--- src/rtl/reg_pkg.sv ---
// Shared types and sizes for the integer register file write side.
package reg_pkg;

  localparam int unsigned NUM_REG    = 32;
  localparam int unsigned REG_ADDR_W = 5;

  typedef logic [REG_ADDR_W-1:0] reg_addr_t;
  typedef logic [NUM_REG-1:0]    busy_vec_t;

endpackage

--- src/rtl/reg_scoreboard.sv ---
// Pending-destination scoreboard: busy vector, operand/issue queries and
// sticky detection of results that arrive for a register nobody issued.
module reg_scoreboard
  import reg_pkg::*;
(
  input  logic      clk,
  input  logic      rst,
  // issue side
  input  logic      issue_valid,
  input  reg_addr_t issue_rd,
  output logic      issue_ready,
  // clear side: the register file write itself
  input  logic      clr_en,
  input  reg_addr_t clr_addr,
  // accepted result, checked against the busy vector
  input  logic      acc_valid,
  input  reg_addr_t acc_rd,
  // decode operand queries
  input  reg_addr_t rs1_addr,
  input  reg_addr_t rs2_addr,
  output logic      rs1_busy,
  output logic      rs2_busy,
  output logic      sb_err
);

  busy_vec_t busy_q, busy_d;
  logic      sb_err_q, sb_err_d;

  // Queries read the registered vector; bit 0 is never set so x0 reads idle.
  always_comb begin
    issue_ready = ~busy_q[issue_rd];
    rs1_busy    = busy_q[rs1_addr];
    rs2_busy    = busy_q[rs2_addr];
    sb_err      = sb_err_q;
  end

  // Clear on register file write, set on issue handshake. A same-rd set and
  // clear cannot coincide because issue_ready is low while the bit is set.
  always_comb begin
    busy_d = busy_q;
    if (clr_en) begin
      busy_d[clr_addr] = 1'b0;
    end
    if (issue_valid && issue_ready && (issue_rd != '0)) begin
      busy_d[issue_rd] = 1'b1;
    end
    busy_d[0] = 1'b0;
  end

  // Sticky error: a nonzero-rd result accepted without a pending bit.
  always_comb begin
    sb_err_d = sb_err_q;
    if (acc_valid && (acc_rd != '0) && !busy_q[acc_rd]) begin
      sb_err_d = 1'b1;
    end
  end

  // Scoreboard state.
  always_ff @(posedge clk or posedge rst) begin
    if (rst) begin
      busy_q   <= '0;
      sb_err_q <= 1'b0;
    end else begin
      busy_q   <= busy_d;
      sb_err_q <= sb_err_d;
    end
  end

endmodule

--- src/rtl/reg_writeback.sv ---
// Writeback unit: arbitrates load and ALU results onto the single register
// file write port (load first), registers the write and counts results.
module reg_writeback
  import reg_pkg::*;
#(
  parameter int unsigned REG_WIDTH = 32
) (
  input  logic                 clk,
  input  logic                 rst,
  input  logic                 issue_valid,
  input  logic [4:0]           issue_rd,
  output logic                 issue_ready,
  input  logic                 alu_valid,
  output logic                 alu_ready,
  input  logic [4:0]           alu_rd,
  input  logic [REG_WIDTH-1:0] alu_data,
  input  logic                 ld_valid,
  output logic                 ld_ready,
  input  logic [4:0]           ld_rd,
  input  logic [REG_WIDTH-1:0] ld_data,
  input  logic [4:0]           rs1_addr,
  input  logic [4:0]           rs2_addr,
  output logic                 rs1_busy,
  output logic                 rs2_busy,
  output logic                 reg_wr_en,
  output logic [4:0]           reg_wr_addr,
  output logic [REG_WIDTH-1:0] reg_wr_data,
  output logic [REG_WIDTH-1:0] wb_cnt,
  output logic                 sb_err
);

  logic                 acc_valid;
  reg_addr_t            acc_rd;
  logic [REG_WIDTH-1:0] acc_data;

  logic                 wr_en_q, wr_en_d;
  reg_addr_t            wr_addr_q, wr_addr_d;
  logic [REG_WIDTH-1:0] wr_data_q, wr_data_d;
  logic [REG_WIDTH-1:0] wb_cnt_q, wb_cnt_d;

  // Fixed priority: loads always accepted, ALU only when no load is present.
  always_comb begin
    ld_ready  = 1'b1;
    alu_ready = ~ld_valid;
    acc_valid = ld_valid | alu_valid;
    acc_rd    = ld_valid ? ld_rd : alu_rd;
    acc_data  = ld_valid ? ld_data : alu_data;
  end

  // Output stage next state; x0 results are counted but never written, and
  // address/data hold when no write is launched.
  always_comb begin
    wr_en_d   = acc_valid && (acc_rd != '0);
    wr_addr_d = wr_addr_q;
    wr_data_d = wr_data_q;
    if (wr_en_d) begin
      wr_addr_d = acc_rd;
      wr_data_d = acc_data;
    end
    wb_cnt_d = wb_cnt_q + {{(REG_WIDTH-1){1'b0}}, acc_valid};
  end

  // Output register and result counter.
  always_ff @(posedge clk or posedge rst) begin
    if (rst) begin
      wr_en_q   <= 1'b0;
      wr_addr_q <= '0;
      wr_data_q <= '0;
      wb_cnt_q  <= '0;
    end else begin
      wr_en_q   <= wr_en_d;
      wr_addr_q <= wr_addr_d;
      wr_data_q <= wr_data_d;
      wb_cnt_q  <= wb_cnt_d;
    end
  end

  // Drive registered outputs.
  always_comb begin
    reg_wr_en   = wr_en_q;
    reg_wr_addr = wr_addr_q;
    reg_wr_data = wr_data_q;
    wb_cnt      = wb_cnt_q;
  end

  reg_scoreboard u_scoreboard (
    .clk         (clk),
    .rst         (rst),
    .issue_valid (issue_valid),
    .issue_rd    (issue_rd),
    .issue_ready (issue_ready),
    .clr_en      (wr_en_q),
    .clr_addr    (wr_addr_q),
    .acc_valid   (acc_valid),
    .acc_rd      (acc_rd),
    .rs1_addr    (rs1_addr),
    .rs2_addr    (rs2_addr),
    .rs1_busy    (rs1_busy),
    .rs2_busy    (rs2_busy),
    .sb_err      (sb_err)
  );

endmodule

--- config.mk ---
export PLATFORM = sky130hd
export DESIGN_NAME = reg_writeback
export DESIGN_NICKNAME = d
export VERILOG_FILES = /design/src/rtl/reg_pkg.sv /design/src/rtl/reg_scoreboard.sv /design/src/rtl/reg_writeback.sv
export SDC_FILE = /design/constraint.sdc
export NUM_CORES = 1
export LEC_CHECK = 0
export CAP_MARGIN = 5
export CORE_UTILIZATION = 39
export CTS_CLUSTER_SIZE = 10
export DETAILED_ROUTE_END_ITERATION = 8
export HOLD_SLACK_MARGIN = 0.05
export PLACE_DENSITY = 0.68
export SLEW_MARGIN = 20
export SYNTH_ARGS = -nofsm -noshare
export SYNTH_HDL_FRONTEND = slang
export SYNTH_SLANG_ARGS = --single-unit
--- constraint.sdc ---
create_clock -name clk -period 5 [get_ports clk]
set_input_delay 1 -clock clk [delete_from_list [all_inputs] [get_ports clk]]
set_output_delay 1 -clock clk [all_outputs]
set_load 0.005 [all_outputs]
== After elaboration in Yosys (flattened, before gate mapping) ==
Cells that the tools add are included.
Cells by class
  $add $sub $neg: 1
  $lt $le $gt $ge: 7
  multiplexer cells: 16
  bitwise logic cells: 6
  reduce and logical (&&, ||, !) cells: 9
Operator list (number)
  $mux 32: 3
  $add 32x1->32: 1
  $and 32x32->32: 1
  $not 32->32: 1
  $or 32x32->32: 1
  $lt 5x6->1 const B: 5
  $bmux 1 s5: 4
  $demux 1 s5: 2
  $ge 5x1->1 const B: 2
  $reduce_bool 5->1: 2
  $logic_and 1x1->1: 6
  $mux 1: 6
  $mux 5: 1
  $not 1->1: 2
  $logic_not 1->1: 1
  $or 1x1->1: 1
Word-level totals
  bits in registers: 102
  bits of input ports: 94
  logic and storage cells: 45

== Longest topological paths before layout ==
Gate-level depths: netlist of run 1.
  depth after elaboration: 9
  gate-level depth with buffers: 12
  depth with buffers taken out: 9

== Hierarchy ==
From an unflattened synthesis of run 1, not the netlist that was laid out.
Second synthesis, totals
  cells, all modules: 509
  area, all modules: 5969.5 um2
Modules (own cells, without submodules)
  reg_writeback: times used 1, cells an instance 269, area an instance 3452.1 um2
  reg_scoreboard: times used 1, cells an instance 240, area an instance 2517.4 um2

== Worst setup path before layout of run 1 ==
Ideal clock, no wire load.
  path type: input -> output
  start: input port rs1_addr[1]
  end: output port rs1_busy
  arrival time: 2473 ps
  slack: 1527 ps
  stages on the path: 6
  buffers on the path: 1
  path through: clkbuf_1 -> mux2_2 -> nand2_1 -> o21ai_0 -> mux4_2 -> mux2_2
Between the ends
  word-level cells in the longest chain between the ends: 2
Ends and longest elaborated chain
  from (decl): RTL line reg_writeback.sv:21  | input logic [4:0] rs1_addr,
  $bmux 1 s5: RTL line reg_scoreboard.sv:32  | rs1_busy = busy_q[rs1_addr];
  $mux 1 (implied by the code): RTL line reg_scoreboard.sv:32
  to (decl): RTL line reg_writeback.sv:23  | output logic rs1_busy,
Every way passes these cells. The select of a mux whose other input is x is not followed.

== Worst setup path after layout of run 1 ==
  start: input port rs2_addr[0]
  end: output port rs2_busy
Between the ends
  word-level cells in the longest chain between the ends: 2
Ends and longest elaborated chain
  from (decl): RTL line reg_writeback.sv:22  | input logic [4:0] rs2_addr,
  $bmux 1 s5: RTL line reg_scoreboard.sv:33  | rs2_busy = busy_q[rs2_addr];
  $mux 1 (implied by the code): RTL line reg_scoreboard.sv:33
  to (decl): RTL line reg_writeback.sv:24  | output logic rs2_busy,
Every way passes these cells. The select of a mux whose other input is x is not followed.

==> out/qor.yml, run 1 <==
finish:
  post-route-cell-area_um2: 7770
  final_net_count: 779
  drive_above_1_share: 0.1061
  count_of_antenna_diodes_in_the_layout: 0
  fillers: 1208
  layout-area-overhead-vs-synth_pct: 38.18
critical_path:
  critical_path.reg2reg.endpoint: "wb_cnt[26]"
  path_class: "in -> out"
  crit_arrival_ns: 3.55
  critPathRequiredTime_ns: 4.00
  critPathMaxFanout: 9
  crit_chain: "clkdlybuf4s50_1, mux4_2, mux4_2, mux2_2, clkdlybuf4s50_1"
  crit_buf_inv: 2
  startpoint_type_of_the_worst_setup_path: "input pin"
  critPathTopFamily: "multiplexers"
  setup.worst_path.end_class: "primary output"
  worst_r2r_startpoint: "wb_cnt[0]"
  critPathMaxStageDelay_ns: 0.78
  reg2reg_depth: 7
  crit_path_top_delay_cell: "sky130_fd_sc_hd__clkdlybuf4s50_1"
  setup.reg_to_reg.worst_slack_ns: 2.80
sta:
  final_period_minus_worst_setup_slack_ns: 4.549
  achievable-frequency_ghz: 0.2198
  maxSlewViolCount: 0
  finalClockSkew_ns: 0.009097
  share_of_the_clock_period_used_by_the_worst_path_after_layout: 0.9098
  worst_tran_pin_value_ns: 0.8964
  postLayoutSetupSlackWorst_ns: 0.4511
  timing.final.hold_violations: 0
  grt_setup_unrepaired: "false"
  finalSetupViolCount: 0
  setup_tns_ns: 0
  maxSlewHeadroom: 0.4004
floorplanning:
  core_box_area_um2: 13990
  die-area_um2: 14900
  die_height_um: 122.1
  design.portCount: 170
  start_util: 0.4020
  fp.dieW_um: 122.1
  floorplan.rows: 43
synth:
  seq_total_area_yosys: 0.4539
  synth_area_um2: 5623
  synth-async-reset-ratio: 1.000
  synth_top_area_frac: 0.4539
  synthesis.nets: 622
  post_synth_main_area_contributors: "sky130_fd_sc_hd__dfrtp_1 (45%), sky130_fd_sc_hd__mux4_2 (12%), sky130_fd_sc_hd__mux2i_1 (7.1%)"
  number_of_synthesized_flops_with_an_enable_pin: 0
  mean_instance_size_in_the_synthesized_netlist_um2: 10.69
  post_synth_num_cell_types: 52
  synthesis.instances: 526
  ys_ff_latch: 102
  yosysTopAreaCell: "sky130_fd_sc_hd__dfrtp_1"
  postSynth.topFlopCell: "sky130_fd_sc_hd__dfrtp_1"
  ys.warnings.count: 0
drt:
  detail-route-antenna-nets: 0
  route.detailed.wl_per_inst_um: 19.06
  drt_wl_total_um: 16550
  number_of_vias_per_cell_after_detailed_routing: 5.658
  detail_route.first_pass.iterations: 5
  routed-via-count: 4911
  post-route-drc-count: 0
  detail_route.iter0.violations: 269
pwr:
  internal_power_mw: 1.980
  power_frac_comb: 0.300
  cellPowerDensity_nw_per_um2: 380.3
  sequentialPowerShare: 0.457
  pleak_nw: 3.126
  power_frac_clock: 0.243
  switchingPower_mw: 0.9748
  vdd_drop_max_v: 0.0001685
  power_switching_share: 0.3299
clocking:
  postCtsSetupRepairBufs: 0
  clock_sinks: 102
  cts.repair.resized: 0
  path_clk_slew_ns: 0.07
  clock_latency_ns: 0.34
  root_buffer: "sky130_fd_sc_hd__clkbuf_16"
  cts_max_path_buffers: 2
  holdBufCountCts: 0
  cts_buffers: 9
  cts_tree: "built"
  cts-htree-levels: 3
global_route:
  grt.met3_usage: 0.07678
  busiest_layer: "met2"
  aggregate_global_routing_overflow: 0
  grt_use_total: 0.2297
  use_met1: 0.2863
  grtUsageMet2: 0.3676
  wire_length_of_the_first_global_routing_pass_um: 25870
  grt_max_degree: 87
  initial_antenna_violation_count: 0
  grt_pass1_vias: 4892
placement:
  placement.cell_area_um2: 7458
  preCtsSetupSlack_ns: 0.4336
  hpwl_um: 12530
  gp_congestion: 1.001
  placement.io_buffers: 168
hold_path:
  endpoint_of_the_worst_hold_timing_path: "wb_cnt[31]"
  min-delay-start: "wb_cnt[31]"
  whs_path_depth: 1
  worst_hold_path_type: "reg -> reg"
run:
  drv_cap: 0
run_status:
  status: "finished clean"
[area by class of cell]
cell class | instances | area (µm²) | share of cell area
multi-input combinational | 386 | 2923 | 0.3762
sequential | 102 | 2552 | 0.3285
timing repair buffer | 173 | 1714 | 0.2206
clock buffer | 12 | 256.5 | 0.03301
tap | 180 | 225.2 | 0.02899
clock inverter | 4 | 52.55 | 0.006763
inverter | 11 | 46.29 | 0.005958
[synth_stat cells (3+ instances only)]
cell type / count
sky130_fd_sc_hd__dfrtp_1: 102
sky130_fd_sc_hd__buf_2: 7
sky130_fd_sc_hd__nand4_1: 3
sky130_fd_sc_hd__nor3_1: 6
sky130_fd_sc_hd__xor2_1: 9
sky130_fd_sc_hd__inv_1: 11
sky130_fd_sc_hd__mux2_2: 8
sky130_fd_sc_hd__xnor2_1: 21
sky130_fd_sc_hd__nand3_1: 17
sky130_fd_sc_hd__and3_1: 4
sky130_fd_sc_hd__o22ai_1: 4
sky130_fd_sc_hd__nand3b_1: 8
sky130_fd_sc_hd__nand2_1: 32
sky130_fd_sc_hd__mux4_2: 29
sky130_fd_sc_hd__a211oi_1: 3
sky130_fd_sc_hd__mux2i_1: 40
sky130_fd_sc_hd__nor2_1: 52
sky130_fd_sc_hd__clkbuf_1: 16
sky130_fd_sc_hd__or3_1: 3
sky130_fd_sc_hd__o31ai_1: 4
sky130_fd_sc_hd__o21ai_0: 66
sky130_fd_sc_hd__nand2b_1: 4
sky130_fd_sc_hd__a21oi_1: 39
[layout by cell type (no fill, tap or decap), drive strengths merged, types with 3 or more instances in the layout]
master / count
a211oi: 3
a21oi: 39
and3: 4
buf: 6
clkbuf: 12
clkdlybuf4s50: 167
dfrtp: 102
inv: 12
mux2: 8
mux2i: 41
mux4: 29
nand2: 32
nand2b: 4
nand3: 18
nand3b: 8
nand4: 5
nor2: 52
nor3: 8
o21ai: 66
o22ai: 4
o31ai: 4
or3: 3
or4: 3
xnor2: 21
xor2: 9
[flip-flops by register name (all words and copies together) (netlist names)]
| name | count |
|---|---|
| reg_wr_data | 32 |
| wb_cnt | 32 |
| u_scoreboard.busy_q | 31 |
| reg_wr_addr | 5 |
| reg_wr_en | 1 |
| u_scoreboard.sb_err | 1 |
[power by group through the flow]
stage	Clock (mW)	Sequential (mW)	Combinational, mW
after floorplan	0	1.19	0.542
after global placement	0	1.34	0.854
after detailed placement	0	1.35	0.888
after CTS	0.738	1.33	0.893
after global routing	0.775	1.37	0.974
final	0.718	1.35	0.887
[kinds of logic after synthesis]
logic type      Yosys count  share of synthesized area
buf+inv                  38                    0.02826
mux                      78                     0.2058
fa+ha+maj                 2                   0.004450
other cells               1                  0.0006669
xor+xnor                 30                    0.04673
compound gates          127                     0.1244
simple gates            148                     0.1357
flops                   102                     0.4539
[worst max-delay path by stage]
| stage | startpoint | to | slack [ns] | cells after the start |
|---|---|---|---|---|
| 6_report | rs2_addr[0] | rs2_busy | 0.45 | 5 |
| 2_1_floorplan | rst | reg_wr_addr[0] | 1.32 | 1 |
| 3_5_place_dp | rs1_addr[0] | rs1_busy | 0.43 | 5 |
| 3_3_place_gp | rs1_addr[0] | rs1_busy | 0.50 | 5 |
| 4_1_cts | rs1_addr[0] | rs1_busy | 0.43 | 5 |
| 5_1_grt | rs1_addr[0] | rs1_busy | 0.32 | 5 |
[routing by layer]
metal	share of wire	up-vias
met1	0.39	2390
met2	0.48	236
met5	0	-
met3	0.089	44
li1	-	2241
met4	0.035	0
[stage by stage]
stage	total power, mW	hold WS, ns	utilization	instances
3_5_place_dp	2.235	0.4661	0.5332	852
4_1_cts	2.963	0.4757	0.5553	868
3_3_place_gp	2.192	0.4629	0.5332	852
2_1_floorplan	1.733	0.4672	-	526
6_report	2.955	0.4740	0.5555	868
5_1_grt	3.115	0.5005	0.5555	868
Power figures use the tool's default switching activity.
==> run 2, diff against run 1 <==
--- a/config.mk
+++ b/config.mk
@@ -6,12 +6,13 @@
 export NUM_CORES = 1
 export LEC_CHECK = 0
 export CAP_MARGIN = 5
+export CORE_ASPECT_RATIO = 0.9
 export CORE_UTILIZATION = 39
 export CTS_CLUSTER_SIZE = 10
 export DETAILED_ROUTE_END_ITERATION = 8
 export HOLD_SLACK_MARGIN = 0.05
 export PLACE_DENSITY = 0.68
-export SLEW_MARGIN = 20
 export SYNTH_ARGS = -nofsm -noshare
 export SYNTH_HDL_FRONTEND = slang
 export SYNTH_SLANG_ARGS = --single-unit
+export TNS_END_PERCENT = 5
==> run 2 against run 1 <==
Effect of this change: first-iteration DRC count grew 2.6%; cell count grew 1.3%; via count shrank 0.86%; count of clock-buffer cells in the layout shrank 1; power shrank 3.2%; design area shrank 0.40%; register-to-register slack is essentially flat; global-route usage shrank 1.0 points; die area is essentially flat; largest cell class unchanged.
==> out/qor.yml, run 2 (synthesis results as in run 1) <==
finish:
  final_common_cell: "sky130_fd_sc_hd__clkdlybuf4s50_1"
  layout.core_utilization: 0.5506
  fillers: 1252
  drive_above_1_share: 0.1035
  layout-area-overhead-vs-synth_pct: 37.63
  final-seq-area_um2: 2552
  multi_input_area_um2: 2923
  finalNonFillerCells: 879
  final_net_count: 779
  count_of_antenna_diodes_in_the_layout: 0
  commonest_cells_after_routing_fill_and_taps_aside: "sky130_fd_sc_hd__clkdlybuf4s50_1 (167), sky130_fd_sc_hd__dfrtp_1 (102), sky130_fd_sc_hd__o21ai_0 (66)"
  post-route-cell-area_um2: 7739
clocking:
  cts_tree: "built"
  path_clk_slew_ns: 0.07
  cts.repair.resized: 0
  cts_max_path_buffers: 2
  postCtsSetupRepairBufs: 0
  clock_latency_ns: 0.35
  root_buffer: "sky130_fd_sc_hd__clkbuf_16"
  holdBufCountCts: 0
  cts_buffers: 9
  clock_sinks: 102
  cts-htree-levels: 3
drt:
  detail_route.iter0.violations: 276
  number_of_vias_per_cell_after_detailed_routing: 5.539
  route.detailed.wl_per_inst_um: 18.07
  detail_route.first_pass.iterations: 5
  drt_wl_total_um: 15880
  detail-route-antenna-nets: 0
  post-route-drc-count: 0
  routed-via-count: 4869
critical_path:
  crit_arrival_ns: 3.55
  path_class: "in -> out"
  critPathRequiredTime_ns: 4.00
  setup.worst_path.end_class: "primary output"
  startpoint_type_of_the_worst_setup_path: "input pin"
  critPathMaxFanout: 9
global_route:
  grt_use_total: 0.2197
  wire_length_of_the_first_global_routing_pass_um: 24740
  aggregate_global_routing_overflow: 0
  grt_max_degree: 86
  initial_antenna_violation_count: 0
  grt_pass1_vias: 4730
placement:
  hpwl_um: 11690
  placement.io_buffers: 168
  placement.cell_area_um2: 7475
  place.detailed.instances: 865
  gp_congestion: 0.9564
  preCtsSetupSlack_ns: 0.4310
sta:
  share_of_the_clock_period_used_by_the_worst_path_after_layout: 0.9102
  final_period_minus_worst_setup_slack_ns: 4.551
  whs_ns: 0.4781
  postLayoutSetupSlackWorst_ns: 0.4492
  maxSlewViolCount: 0
  finalSetupViolCount: 0
  worst_tran_pin_value_ns: 1.028
  grt_setup_unrepaired: "false"
  finalClockSkew_ns: 0.009703
  timing.final.hold_violations: 0
  achievable-frequency_ghz: 0.2197
  maxSlewHeadroom: 0.3148
  setup_tns_ns: 0
floorplanning:
  die_height_um: 115.9
  die-area_um2: 14900
  design.portCount: 170
  core_box_area_um2: 14060
  start_util: 0.4000
  fp.dieW_um: 128.6
  floorplan.rows: 41
pwr:
  cellPowerDensity_nw_per_um2: 369.7
  pleak_nw: 3.101
  vdd_drop_max_v: 0.0001711
  fin_total_pwr_mw: 2.861
run:
  drv_cap: 0
run_status:
  status: "finished clean"
hold_path:
  worst_hold_path_type: "reg -> reg"
[run 2: cell count changes in the layout (fill, tap and decap cells not counted), sizes merged]
cell | before | now
clkinv | 2 | 1
bufinv | 1 | 0
clkbuf | 12 | 11
clkinvlp | 0 | 1
[run 2: worst max-delay path, cell delays in order]
cell and delay (ns):
sky130_fd_sc_hd__clkdlybuf4s50_1 0.78, sky130_fd_sc_hd__mux4_2 0.58, sky130_fd_sc_hd__mux4_2 0.48, sky130_fd_sc_hd__mux2_2 0.27
sky130_fd_sc_hd__clkdlybuf4s50_1 0.44
[run 2: routing by layer]
| layer | up-vias | track usage | share of wire |
|---|---|---|---|
| met1 | 2353 | 0.2872 | 0.43 |
| li1 | 2232 | - | - |
| met2 | 253 | 0.3416 | 0.46 |
| met5 | - | 0 | 0 |
| met4 | 0 | 0.09490 | 0.024 |
| met3 | 31 | 0.06417 | 0.084 |
[run 2: where the power goes]
part / switching [mW] / total (mW) / internal (mW) / leakage [nW]
clock network: 0.297 / 0.643 / 0.347 / 0.128
registers: 0.318 / 1.33 / 1.02 / 1.23
logic: 0.336 / 0.884 / 0.548 / 1.74
total: 0.951 / 2.86 / 1.91 / 3.10
[run 2: final cells by class]
cell class / instances / share of cell area
inverter: 11 / 0.005659
clock buffer: 11 / 0.03137
tap: 193 / 0.03120
multi-input combinational: 386 / 0.3777
timing repair buffer: 173 / 0.2215
sequential: 102 / 0.3298
clock inverter: 3 / 0.002749
[run 2: worst paths after layout]
path,startpoint,end,slack (ns),cells past startpoint
max,rs1_addr[0],rs1_busy,0.45,5
min,wb_cnt[31],wb_cnt[31],0.48,1
max reg2reg,wb_cnt[0],wb_cnt[26],2.81,7
min reg2reg,wb_cnt[31],wb_cnt[31],0.48,1
max in group asynchronous,rst,u_scoreboard.busy_q[22],2.88,3
min in group asynchronous,rst,wb_cnt[27],1.25,2
==> run 3, diff against run 2 <==
--- a/config.mk
+++ b/config.mk
@@ -6,7 +6,6 @@
 export NUM_CORES = 1
 export LEC_CHECK = 0
 export CAP_MARGIN = 5
-export CORE_ASPECT_RATIO = 0.9
 export CORE_UTILIZATION = 39
 export CTS_CLUSTER_SIZE = 10
 export DETAILED_ROUTE_END_ITERATION = 8
==> run 3 against run 2 <==
Effect of this change: power rose by 3.3%; sequential power barely moved; die area barely moved; worst setup slack improved by 0.0076 ns; largest power group unchanged; combinational power barely moved; critical path depth did not move; non-clock buffer count did not move; worst hold slack got worse by 0.0027 ns; critical endpoint is now rs2_busy; design area rose by 0.37%; clock power rose by 12%; register-to-register slack got worse by 0.03 ns.
==> out/qor.yml, run 3 (synthesis results as in run 1) <==
drt:
  detail-route-antenna-nets: 0
  detail_route.first_pass.iterations: 5
  drt_wl_total_um: 16540
  routed-via-count: 4913
  post-route-drc-count: 0
  number_of_vias_per_cell_after_detailed_routing: 5.660
  route.detailed.wl_per_inst_um: 19.06
  detail_route.iter0.violations: 271
sta:
  maxSlewViolCount: 0
  maxSlewHeadroom: 0.2985
  share_of_the_clock_period_used_by_the_worst_path_after_layout: 0.9086
  setup_tns_ns: 0
  achievable-frequency_ghz: 0.2201
  worst_tran_pin_value_ns: 1.052
  grt_setup_unrepaired: "false"
  timing.final.hold_violations: 0
  finalClockSkew_ns: 0.007751
  final_period_minus_worst_setup_slack_ns: 4.543
  finalSetupViolCount: 0
finish:
  drive_above_1_share: 0.1061
  commonest_cells_after_routing_fill_and_taps_aside: "sky130_fd_sc_hd__clkdlybuf4s50_1 (167), sky130_fd_sc_hd__dfrtp_1 (102), sky130_fd_sc_hd__o21ai_0 (66)"
  final_net_count: 779
  layout-area-overhead-vs-synth_pct: 38.14
  count_of_antenna_diodes_in_the_layout: 0
  post-route-cell-area_um2: 7767
  final_common_cell: "sky130_fd_sc_hd__clkdlybuf4s50_1"
placement:
  placement.cell_area_um2: 7458
  placement.io_buffers: 168
  gp_congestion: 1.001
  hpwl_um: 12530
floorplanning:
  design.portCount: 170
  fp.dieW_um: 122.1
  die_height_um: 122.1
  die-area_um2: 14900
  start_util: 0.4020
  floorplan.rows: 43
  core_box_area_um2: 13990
global_route:
  grt_pass1_vias: 4892
  wire_length_of_the_first_global_routing_pass_um: 25870
  grt_use_total: 0.2297
  grt_max_degree: 87
  initial_antenna_violation_count: 0
  aggregate_global_routing_overflow: 0
critical_path:
  crit_arrival_ns: 3.54
  critPathRequiredTime_ns: 4.00
  startpoint_type_of_the_worst_setup_path: "input pin"
  setup.worst_path.end_class: "primary output"
  path_class: "in -> out"
  critPathMaxFanout: 9
clocking:
  cts_tree: "built"
  path_clk_slew_ns: 0.07
  cts-htree-levels: 3
  cts_buffers: 9
  clock_latency_ns: 0.34
  postCtsSetupRepairBufs: 0
  clock_sinks: 102
  cts.repair.resized: 0
  root_buffer: "sky130_fd_sc_hd__clkbuf_16"
  holdBufCountCts: 0
  cts_max_path_buffers: 2
pwr:
  vdd_drop_max_v: 0.0001687
  cellPowerDensity_nw_per_um2: 380.4
  pleak_nw: 3.126
run_status:
  status: "finished clean"
hold_path:
  worst_hold_path_type: "reg -> reg"
run:
  drv_cap: 0
## run 3: final cells by class
type,instances,area (µm²)
Timing Repair Buffer,173,1714
Inverter,11,43.79
Tap cell,180,225.2
Fill cell,1207,6221
Multi-Input combinational cell,386,2923
Clock buffer,12,256.5
Clock inverter,4,52.55
Sequential cell,102,2552
## run 3: metrics by stage
stage               instances  setup slack (ns)    util  power, mW  hold WS, ns
detailed placement        852            0.4336  0.5332      2.235       0.4661
CTS                       868            0.4284  0.5553      2.963       0.4757
floorplan                 526             1.325       -      1.733       0.4672
global route              868            0.3190  0.5553      3.115       0.5005
global placement          852            0.5034  0.5332      2.192       0.4629
finish                    868            0.4568  0.5553      2.955       0.4754
## run 3: where the power goes
part	switching [mW]	internal [mW]	total, mW	leakage (nW)
clock network	0.301	0.418	0.719	0.153
registers	0.337	1.01	1.35	1.23
logic	0.337	0.548	0.885	1.74
## run 3: routing by layer
layer,GRT usage,wire [µm],up-vias
met5,0,0,-
met4,0.09070,566,0
met3,0.07678,1503,42
met2,0.3676,8019,248
met1,0.2863,6451,2382
li1,-,-,2241
## run 3: critical path: stages
cell and delay, ns:
sky130_fd_sc_hd__clkdlybuf4s50_1 0.79, sky130_fd_sc_hd__mux4_2 0.58, sky130_fd_sc_hd__mux4_2 0.46, sky130_fd_sc_hd__mux2_2 0.28, sky130_fd_sc_hd__clkdlybuf4s50_1 0.44
## run 3: path summary, 6_finish.rpt
path                              from               to  slack [ns]  cells after the start
max                        rs2_addr[0]         rs2_busy        0.46                      5
min                         wb_cnt[31]       wb_cnt[31]        0.48                      1
max reg2reg                  wb_cnt[0]       wb_cnt[26]        2.78                      7
min reg2reg                 wb_cnt[31]       wb_cnt[31]        0.48                      1
max in group asynchronous          rst   reg_wr_addr[3]        2.90                      3
min in group asynchronous          rst  reg_wr_data[11]        1.29                      2
